$ cat src/rtl/pipe_ctrl_pkg.sv
// Shared definitions for the pipeline sequencing logic: FSM states,
// next-PC select encodings, reset PC and the default exception vector.
package pipe_ctrl_pkg;

    typedef enum logic [1:0] {
        RUN      = 2'd0,
        MDU_WAIT = 2'd1,
        EXC      = 2'd2
    } state_e;

    localparam logic [1:0]  NPC_SEQ   = 2'd0;
    localparam logic [1:0]  NPC_REDIR = 2'd1;
    localparam logic [1:0]  NPC_EXC   = 2'd2;

    localparam logic [31:0] EXC_VECTOR_DEF = 32'h0000_4180;
    localparam logic [31:0] RESET_PC       = 32'h0000_3000;

    // True when the ID instruction reads the register the EX instruction writes.
    function automatic logic src_match(
        input logic [4:0] rs,
        input logic [4:0] rt,
        input logic       use_rs,
        input logic       use_rt,
        input logic [4:0] rd
    );
        return (rd != 5'd0) && ((use_rs && rs == rd) || (use_rt && rt == rd));
    endfunction

endpackage

$ cat src/rtl/mdu_busy_counter.sv
// Tracks how long the multiply/divide unit stays busy after a mult/div leaves EX.
// A load while already busy restarts the full latency.
module mdu_busy_counter
    import pipe_ctrl_pkg::*;
#(
    parameter int unsigned LATENCY = 5
) (
    input  logic clock,
    input  logic reset,
    input  logic load,
    output logic busy
);

    localparam logic [3:0] LAT = 4'(LATENCY);

    logic [3:0] cnt;

    always_ff @(posedge clock or negedge reset) begin
        if (!reset) begin
            cnt <= 4'd0;
        end else if (load) begin
            cnt <= LAT;
        end else if (cnt != 4'd0) begin
            cnt <= cnt - 4'd1;
        end
    end

    assign busy = (cnt != 4'd0);

endmodule

$ cat src/rtl/hazard_ctrl.sv
// Pipeline sequencing controller: resolves load-use, MDU-busy, EX redirect and
// MEM exception hazards into PC/latch enables, next-PC select and flushes.
module hazard_ctrl
    import pipe_ctrl_pkg::*;
#(
    parameter int unsigned MDU_LATENCY = 5,
    parameter logic [31:0] EXC_VECTOR  = EXC_VECTOR_DEF
) (
    input  logic        clock,
    input  logic        reset,
    input  logic [4:0]  id_rs,
    input  logic [4:0]  id_rt,
    input  logic        id_use_rs,
    input  logic        id_use_rt,
    input  logic        id_mdu_op,
    input  logic        ex_is_load,
    input  logic [4:0]  ex_rd,
    input  logic        ex_mdu_start,
    input  logic        ex_redirect,
    input  logic [31:0] ex_target,
    input  logic        exc_req,
    output logic        pc_we,
    output logic [1:0]  npc_sel,
    output logic [31:0] npc_target,
    output logic        ifid_we,
    output logic        ifid_flush,
    output logic        idex_flush,
    output logic        exmem_flush,
    output logic        mdu_busy,
    output logic [31:0] stall_cnt
);

    state_e state_q, state_d;
    logic   load_use, mdu_stall, exc_taken;

    assign load_use  = ex_is_load && src_match(id_rs, id_rt, id_use_rs, id_use_rt, ex_rd);
    assign mdu_stall = id_mdu_op && mdu_busy;
    // Masked in EXC so a still-asserted request cannot vector twice.
    assign exc_taken = exc_req && (state_q != EXC);

    // The EX instruction is flushed on an exception, so its mult/div never starts.
    mdu_busy_counter #(.LATENCY(MDU_LATENCY)) u_mdu_cnt (
        .clock (clock),
        .reset (reset),
        .load  (ex_mdu_start && !exc_taken),
        .busy  (mdu_busy)
    );

    always_comb begin
        state_d = RUN;
        if (exc_taken)      state_d = EXC;
        else if (mdu_stall) state_d = MDU_WAIT;
    end

    always_ff @(posedge clock or negedge reset) begin
        if (!reset) state_q <= RUN;
        else        state_q <= state_d;
    end

    always_comb begin
        pc_we       = 1'b1;
        ifid_we     = 1'b1;
        npc_sel     = NPC_SEQ;
        npc_target  = 32'd0;
        ifid_flush  = 1'b0;
        idex_flush  = 1'b0;
        exmem_flush = 1'b0;
        if (!reset) begin
            pc_we       = 1'b0;
            ifid_we     = 1'b0;
            ifid_flush  = 1'b1;
            idex_flush  = 1'b1;
            exmem_flush = 1'b1;
        end else if (exc_taken) begin
            npc_sel     = NPC_EXC;
            npc_target  = EXC_VECTOR;
            ifid_flush  = 1'b1;
            idex_flush  = 1'b1;
            exmem_flush = 1'b1;
        end else if (ex_redirect) begin
            // ID holds a wrong-path instruction, so any stall on it is moot.
            npc_sel     = NPC_REDIR;
            npc_target  = ex_target;
            ifid_flush  = 1'b1;
            idex_flush  = 1'b1;
        end else if (mdu_stall || load_use) begin
            pc_we       = 1'b0;
            ifid_we     = 1'b0;
            idex_flush  = 1'b1;
        end
    end

    always_ff @(posedge clock or negedge reset) begin
        if (!reset) begin
            stall_cnt <= 32'd0;
        end else if (!pc_we && stall_cnt != 32'hFFFF_FFFF) begin
            stall_cnt <= stall_cnt + 32'd1;
        end
    end

endmodule

$ cat config.mk
export PLATFORM = sky130hd
export DESIGN_NAME = hazard_ctrl
export DESIGN_NICKNAME = d
export VERILOG_FILES = /design/src/rtl/pipe_ctrl_pkg.sv /design/src/rtl/mdu_busy_counter.sv /design/src/rtl/hazard_ctrl.sv
export SDC_FILE = /design/constraint.sdc
export NUM_CORES = 1
export LEC_CHECK = 0
export CORE_MARGIN = 2
export CORE_UTILIZATION = 39
export CTS_CLUSTER_DIAMETER = 50
export DETAILED_ROUTE_END_ITERATION = 8
export GPL_ROUTABILITY_DRIVEN = 1
export GPL_TIMING_DRIVEN = 0
export PLACE_DENSITY_LB_ADDON = 0.08
export SYNTH_ARGS = -nofsm -noshare
export SYNTH_HDL_FRONTEND = slang
export SYNTH_HIERARCHICAL = 1
export SYNTH_SLANG_ARGS = --single-unit
$ cat constraint.sdc
create_clock -name clock -period 3.1 [get_ports clock]
set_input_delay 0.775 -clock clock [delete_from_list [all_inputs] [get_ports clock]]
set_output_delay 0.775 -clock clock [all_outputs]
set_load 0.01 [all_outputs]
== Yosys cells after proc, flatten, opt, wreduce, memory -nomap -nowiden ==
Index checks and enable logic that the tools add are counted.

* Bits in registers: 38
* Input bits: 56

* Add/subtract/negate cells: 2
* Equal/unequal tests: 4
* Mux-type cells: 23
* Reduce and logical (&&, ||, !) cells: 15

{| class="wikitable"
|+ Operators by type and width
! cell !! number
|-
| 32-bit 2-to-1 mux || 3
|-
| 32-bit by 1-bit adder with 32-bit output, second input constant || 1
|-
| 32-bit != test, second input constant || 1
|-
| 1-bit 2-to-1 mux || 15
|-
| 5-bit == test || 2
|-
| 1-bit logical AND || 8
|-
| 4-bit 2-to-1 mux || 2
|-
| 2-bit 2-to-1 mux || 3
|-
| 5-bit nonzero test || 1
|-
| 4-bit nonzero test || 1
|-
| 4-bit by 1-bit subtractor with 4-bit output, second input constant || 1
|-
| 1-bit zero test || 2
|-
| 1-bit logical OR || 2
|-
| 2-bit != test, second input constant || 1
|-
| 2-bit nonzero test || 1
|}

== Logic depth before layout (Yosys ltp) ==
Gate-level depths: netlist of run 1.

* Depth after elaboration: 12
* Depth in mapped cells: 11

== Hierarchy ==
Netlist of run 1, hierarchy kept.

{| class="wikitable"
|+ By module, submodules not included
! module !! instances !! cells an instance !! area an instance (µm²) !! seq. area each (µm²)
|-
| hazard_ctrl || 1 || 225 || 2060.7 || 850.8
|-
| mdu_busy_counter || 1 || 24 || 255.2 || 100.1
|}

== Worst setup path before layout of run 1 ==
Ideal clock, no wire load.

* Path type: input to output
* Start point: input port ex_rd[3]
* End point: output port pc_we
* Arrival time: 1894 ps
* Required time: 2325 ps
* Setup slack: 431 ps
* Stages: 6
* Cell sequence: xor2_1 nor4_1 a32oi_1 a211oi_1 a21boi_0 buf_4

* Cells in the longest elaborated chain, start to end: 10

{| class="wikitable"
|+ RTL lines
! what !! RTL line !! RTL
|-
| from (decl) || hazard_ctrl.sv:17 || <nowiki>input logic [4:0] ex_rd,</nowiki>
|-
| 5-bit == test || pipe_ctrl_pkg.sv:26 || <nowiki>return (rd != 5'd0) && ((use_rs && rs == rd) || (use_rt && rt == rd));</nowiki>
|-
| 1-bit logical AND || pipe_ctrl_pkg.sv:26 ||
|-
| 1-bit logical OR || pipe_ctrl_pkg.sv:26 ||
|-
| 1-bit logical AND * || pipe_ctrl_pkg.sv:26 ||
|-
| 1-bit logical AND * || hazard_ctrl.sv:36 || <nowiki>assign load_use = ex_is_load && src_match(id_rs, id_rt, id_use_rs, id_use_rt, ex_rd);</nowiki>
|-
| 1-bit logical OR * || hazard_ctrl.sv:86 || <nowiki>end else if (mdu_stall || load_use) begin</nowiki>
|-
| 1-bit 2-to-1 mux * (4 in a row) || - ||
|-
| to (decl) || hazard_ctrl.sv:22 || <nowiki>output logic pc_we,</nowiki>
|}

Every way passes the cells marked *; elsewhere a longest branch is shown, timed or not.

== Final worst setup path of run 1 ==
* Start point: input port id_rt[2]
* End point: output port idex_flush

* Cells in the longest elaborated chain, start to end: 10

{| class="wikitable"
|+ RTL lines
! what !! RTL line !! RTL
|-
| from (decl) || hazard_ctrl.sv:12 || <nowiki>input logic [4:0] id_rt,</nowiki>
|-
| 5-bit == test || pipe_ctrl_pkg.sv:26 ||
|-
| 1-bit logical AND || pipe_ctrl_pkg.sv:26 ||
|-
| 1-bit logical OR || pipe_ctrl_pkg.sv:26 ||
|-
| 1-bit logical AND || pipe_ctrl_pkg.sv:26 ||
|-
| 1-bit logical AND || hazard_ctrl.sv:36 ||
|-
| 1-bit logical OR || hazard_ctrl.sv:86 ||
|-
| 1-bit 2-to-1 mux || hazard_ctrl.sv:86 ||
|-
| 1-bit 2-to-1 mux || hazard_ctrl.sv:80 || <nowiki>end else if (ex_redirect) begin</nowiki>
|-
| 1-bit 2-to-1 mux || hazard_ctrl.sv:74 || <nowiki>end else if (exc_taken) begin</nowiki>
|-
| 1-bit 2-to-1 mux || hazard_ctrl.sv:68 || <nowiki>if (!reset) begin</nowiki>
|-
| to (decl) || hazard_ctrl.sv:27 || <nowiki>output logic idex_flush,</nowiki>
|}

Every way passes these cells.

==> results.sh, run 1 <==
export IMPL_drt_iter0_drc=36
export IMPL_hold_violations=0
export IMPL_p_leak_nw=1.78
export IMPL_hp_class="input port to asynchronous set/reset pin"
export IMPL_fillers=527
export IMPL_dp_cells=452
export IMPL_cp_end_kind="primary output"
export IMPL_drive_gt1_frac=0.124
export IMPL_die_h_um=81.1
export IMPL_finalSetupTns_ns=0
export IMPL_cts_clk_slew_worst_paths_ns=0.08
export IMPL_setup_viol=0
export IMPL_dp_hpwl_mm=5.32
export IMPL_syn_avg_cell_area_um2=9.30
export IMPL_async_reset_ff_frac=1.00
export IMPL_core_area_um2=5820
export IMPL_row_count=28
export IMPL_antenna_left=0
export IMPL_ir_drop_v=0.000323
export IMPL_syn_nets=308
export IMPL_root_buffer="clkbuf_8"
export IMPL_grt_max_degree=41
export IMPL_synth_edff_count=0
export IMPL_pin_count=128
export IMPL_p_switching_uw=566
export IMPL_crit_type="input port to primary output"
export IMPL_place_area_um2=3700
export IMPL_crit_buf_inv=2
export IMPL_r2r_start="stall_cnt[0]$_DFFE_PN0P_"
export IMPL_drv_cap=0
export IMPL_die_w_um=81.1
export IMPL_utilization=0.657
export IMPL_netlist_cell_type_count=40
export IMPL_overflow=0
export IMPL_period_share=0.980
export IMPL_internal_power_mw=1.15
export IMPL_antenna_found_initial=0
export IMPL_slew_headroom=0.446
export IMPL_yosysMostFrequentCell="dfrtp_1"
export IMPL_cp_max_fo=2
export IMPL_cts_tree="done"
export IMPL_path_delay_family="buffers and inverters"
export IMPL_grt_pass1_wl_mm=10.3
export IMPL_syn_inst=249
export IMPL_yosysWarnings=6
export IMPL_grt_pass1_vias=2121
export IMPL_crit_chain="clkdlybuf4s50_1 > xnor2_1 > and2_1 > a32oi_2 > a211oi_2 > or3b_4 > buf_6"
export IMPL_fin_crit_ns=3.04
export IMPL_cp_required_ns=2.32
export IMPL_drv_slew=0
export IMPL_vias_per_cell=4.80
export IMPL_syn_cell_area_um2=2320
export IMPL_cp_arrival_ns=2.26
export IMPL_finClkSkew_ns=0.00843
export IMPL_startpoint="id_rt[2]"
export IMPL_rsz0062_at_grt="false"
export IMPL_switching_share=0.331
export IMPL_final_nets=446
export IMPL_cts_sinks=38
export IMPL_cts_buffers=5
export IMPL_htree_levels=2
export IMPL_worstMarginPinSlew_ns=0.824
export IMPL_wl_per_cell_um=14.9
export IMPL_drt_total_wl_mm=6.89
export IMPL_dr_total_vias=2223
export IMPL_port_buffers=127
export IMPL_power_frac_comb=0.376
export IMPL_synth_seq_cells=38
export IMPL_dieArea_um2=6570
export IMPL_insertion_delay_ns=0.29
export IMPL_place_gp_congestion=0.827
export IMPL_synth_flop_cell="dfrtp_1"
export IMPL_drc=0
export IMPL_fmax_mhz=329
export IMPL_crit_slowest_cell="clkdlybuf4s50_1"
export IMPL_max_stage_delay_ns=0.42
export IMPL_diodes=0
export IMPL_finalInstanceArea_um2=3820
export IMPL_first_pass_iters=4
export IMPL_synthTopCellsByCount="dfrtp_1, xor2_1, and2_1, nand2_1, nor3_1"
export IMPL_power_density_nw_per_um2=448
export IMPL_grt_usage=0.204
export IMPL_clk_path_buf_depth=2
export IMPL_yosysTopAreaCellShare=0.411
export IMPL_synth_area_leaders="dfrtp_1, xor2_1, and2_1, nor3_1, xnor2_1"
export IMPL_area_growth_pct=65.0
export IMPL_outcome="completed"
export IMPL_seq_power_share=0.416
export IMPL_start_util=0.398
export IMPL_synth_top_cell_by_area="dfrtp_1"
export IMPL_synth_seq_area_share=0.411
export IMPL_final_cells=463
export IMPL_cp_start_kind="input port"
export IMPL_clkPwrFrac=0.208
power groups by stage:
stage	Sequential [mW]	Combinational [mW]	Clock, mW
after detailed placement	0.722	0.654	0
after floorplan	0.735	0.286	0
after global routing	0.732	0.705	0.384
after global placement	0.719	0.635	0
after CTS	0.714	0.652	0.364
final	0.713	0.645	0.356
layer usage:
layer	vias to the layer above	track usage	share of wire
li1	1104	-	-
met3	10	0.0456	0.076
met5	-	0	0
met4	0	0.0644	0.017
met2	88	0.364	0.51
met1	1021	0.244	0.40
per-stage QoR:
step / power (mW) / hold slack [ns] / worst slack (ns)
3_5_place_dp: 1.38 / 0.476 / -0.733
5_1_grt: 1.82 / 0.280 / 0.000973
3_3_place_gp: 1.35 / 0.471 / -2.18
6_report: 1.71 / 0.295 / 0.0628
4_1_cts: 1.73 / 0.258 / 0.0150
2_1_floorplan: 1.02 / 0.479 / 0.431
cells in the final DEF, fill, tap and decap left out, types with 3 or more instances in the layout:
cell	count
nor4_1	4
ha_1	3
dfrtp_1	38
xnor2_1	9
a21oi_1	4
nor3_1	18
clkbuf_8	6
dlygate4sd2_1	38
nor2_1	15
and3_1	3
and2_1	31
nand4_1	5
nand2_1	18
buf_2	6
inv_1	14
nor2b_1	7
clkbuf_4	3
xor2_1	31
clkdlybuf4s50_1	80
buf_4	5
nand3_1	10
worst register-to-register path: stages, from the launching register on:
cell and delay, ns:
dfrtp_1 0.41, ha_1 0.21, nand2_1 0.08, or4_1 0.55, nor3_1 0.36, a221o_2 0.29, buf_4 0.21, mux2_2 0.36
area by class of cell:
class,count,area [um^2],share of cell area
buffer,7,51.3,0.0134
clock buffer,6,82.6,0.0216
clock inverter,2,12.5,0.00327
inverter,14,52.6,0.0138
multi-input combinational,189,1310,0.343
sequential,38,951,0.249
tap,75,93.8,0.0246
timing repair buffer,132,1270,0.331
flip-flops by register name, indices dropped and copies added, names as in the netlist:
register,count
stall_cnt,32
u_mdu_cnt/cnt,4
state_q,2
cells by family after synthesis:
group	after synthesis	share of synthesized area
adders and majority gates	3	0.0162
DFF	38	0.411
buffers and inverters	22	0.0432
muxes	4	0.0205
xor gates and xnor gates	41	0.155
and+or+nand+nor	130	0.321
AOI/OAI and AO/OA	11	0.0330
worst paths after layout:
path	depth (start not counted)	slack (ns)	to
max in group asynchronous	2	2.44	stall_cnt[23]$_DFFE_PN0P_
worst max register to register	7	0.53	stall_cnt[1]$_DFFE_PN0P_
worst max-delay path	7	0.06	idex_flush
worst min register to register	1	0.49	stall_cnt[16]$_DFFE_PN0P_
min in group clock	1	0.49	stall_cnt[16]$_DFFE_PN0P_
worst min-delay path	1	0.30	stall_cnt[9]$_DFFE_PN0P_
timing repair:
action / in CTS / in global routing
hold buffers: 0 / 0
gates cloned: 0 / 1
setup buffers: 3 / 0
setup endpoints to repair: 34 / 2
resized for setup: 78 / 7
pin swaps: 9 / 7
endpoints found under the hold margin: 0 / 0
No activity file was read; power rests on OpenSTA's default activity.
==> run 2, diff against run 1 <==
--- a/config.mk
+++ b/config.mk
@@ -11,6 +11,7 @@
 export DETAILED_ROUTE_END_ITERATION = 8
 export GPL_ROUTABILITY_DRIVEN = 1
 export GPL_TIMING_DRIVEN = 0
+export MAX_ROUTING_LAYER = met4
 export PLACE_DENSITY_LB_ADDON = 0.08
 export SYNTH_ARGS = -nofsm -noshare
 export SYNTH_HDL_FRONTEND = slang
==> results.sh, run 2 (synthesis gave the netlist of run 1 again) <==
export IMPL_outcome="completed"
export IMPL_root_buffer="clkbuf_8"
export IMPL_drt_total_wl_mm=6.91
export IMPL_dieArea_um2=6570
export IMPL_cts_sinks=38
export IMPL_area_growth_pct=65.0
export IMPL_clk_path_buf_depth=2
export IMPL_grt_pass1_wl_mm=10.2
export IMPL_path_delay_family="buffers and inverters"
export IMPL_htree_levels=2
export IMPL_ir_drop_v=0.000326
export IMPL_crit_buf_inv=2
export IMPL_maxUsedRoutingLayer="met4"
export IMPL_port_buffers=127
export IMPL_vias_per_cell=4.81
export IMPL_cp_arrival_ns=2.26
export IMPL_setup_viol=0
export IMPL_crit_chain="clkdlybuf4s50_1 > xnor2_1 > and2_1 > a32oi_2 > a211oi_2 > or3b_4 > buf_6"
export IMPL_antenna_left=0
export IMPL_max_stage_delay_ns=0.42
export IMPL_p_leak_nw=1.78
export IMPL_rsz0062_at_grt="false"
export IMPL_first_pass_iters=4
export IMPL_crit_slowest_cell="clkdlybuf4s50_1"
export IMPL_dr_wl_met3_um=508
export IMPL_slew_headroom=0.449
export IMPL_dr_total_vias=2225
export IMPL_drc=0
export IMPL_die_h_um=81.1
export IMPL_finalSetupTns_ns=0
export IMPL_r2r_start="stall_cnt[0]$_DFFE_PN0P_"
export IMPL_cts_tree="done"
export IMPL_start_util=0.398
export IMPL_startpoint="id_rt[2]"
export IMPL_hold_violations=0
export IMPL_period_share=0.980
export IMPL_crit_type="input port to primary output"
export IMPL_drive_gt1_frac=0.124
export IMPL_final_nets=446
export IMPL_cp_required_ns=2.32
export IMPL_layout_common_cells="clkdlybuf4s50_1, dlygate4sd2_1, dfrtp_1"
export IMPL_fmax_mhz=329
export IMPL_pin_count=128
export IMPL_cp_end_kind="primary output"
export IMPL_cts_hold_buf=0
export IMPL_wl_met2_mm=3.52
export IMPL_cp_max_fo=2
export IMPL_fin_crit_ns=3.04
export IMPL_cts_clk_slew_worst_paths_ns=0.08
export IMPL_cp_start_kind="input port"
export IMPL_insertion_delay_ns=0.29
export IMPL_grt_pass1_vias=2124
export IMPL_grt_usage=0.209
export IMPL_top_register="stall_cnt"
export IMPL_row_count=28
export IMPL_power_density_nw_per_um2=448
export IMPL_wl_per_cell_um=14.9
export IMPL_final_cells=463
export IMPL_dp_cells=452
export IMPL_wl_met1_mm=2.76
export IMPL_mostFrequentLayoutCell="clkdlybuf4s50_1"
export IMPL_overflow=0
export IMPL_diodes=0
export IMPL_grt_max_degree=41
export IMPL_top_regs="stall_cnt (32), u_mdu_cnt/cnt (4), state_q (2)"
export IMPL_cts_buffers=5
export IMPL_place_gp_congestion=0.839
export IMPL_dp_hpwl_mm=5.32
export IMPL_antenna_found_initial=0
export IMPL_finClkSkew_ns=0.00851
export IMPL_worstMarginPinSlew_ns=0.820
export IMPL_drv_cap=0
export IMPL_largest_reg_flops=32
export IMPL_drv_slew=0
export IMPL_core_area_um2=5820
export IMPL_drt_iter0_drc=41
export IMPL_die_w_um=81.1
export IMPL_hp_class="input port to asynchronous set/reset pin"
-- run 2: where the power goes --
part	switching, mW	internal (mW)
Sequential	0.119	0.594
Clock	0.175	0.179
Combinational	0.270	0.375
-- run 2: worst reg2reg max path, stage by stage (launching register included) --
cell	delay (ns)
dfrtp_1	0.41
ha_1	0.21
nand2_1	0.08
or4_1	0.55
nor3_1	0.36
a221o_2	0.29
buf_4	0.21
mux2_2	0.36
-- run 2: path summary, 6_finish.rpt --
check,endpoint,slack (ns),cells past startpoint
worst max-delay path,idex_flush,0.06,7
worst min-delay path,stall_cnt[9]$_DFFE_PN0P_,0.30,1
worst max register to register,stall_cnt[1]$_DFFE_PN0P_,0.53,7
worst min register to register,stall_cnt[16]$_DFFE_PN0P_,0.49,1
max in group asynchronous,stall_cnt[18]$_DFFE_PN0P_,2.43,2
min in group clock,stall_cnt[16]$_DFFE_PN0P_,0.49,1
-- run 2: cell type report --
| type | count | area (um^2) |
|---|---|---|
| Buffer | 7 | 51.3 |
| Clock buffer | 6 | 82.6 |
| Clock inverter | 2 | 12.5 |
| Fill cell | 527 | 1990 |
| Inverter | 14 | 52.6 |
| Multi-Input combinational cell | 189 | 1310 |
| Sequential cell | 38 | 951 |
| Tap cell | 75 | 93.8 |
| Timing Repair Buffer | 132 | 1270 |
-- run 2: through the flow --
stage	utilization	hold WS [ns]	power [mW]	setup WS [ns]	instance area (um^2)
finish	0.657	0.299	1.71	0.0627	3820
global route	0.657	0.284	1.82	0.000973	3820
CTS	0.655	0.258	1.73	0.0150	3810
detailed placement	0.636	0.476	1.38	-0.733	3700
global placement	0.633	0.471	1.35	-2.18	3680
floorplan	-	0.479	1.02	0.431	2320
-- run 2: what timing repair did --
item / in CTS / in global routing
endpoints found under the setup margin: 34 / 2
endpoints found under the hold margin: 0 / 0
pin swaps: 9 / 7
buffers inserted: 3 / 0
resized for setup: 78 / 7
cloned: 0 / 1
-- run 2: metal layers --
layer	vias up	global-route usage
met1	1026	0.244
met5	-	-
met4	0	0.0695
li1	1103	-
met2	85	0.364
met3	11	0.0389
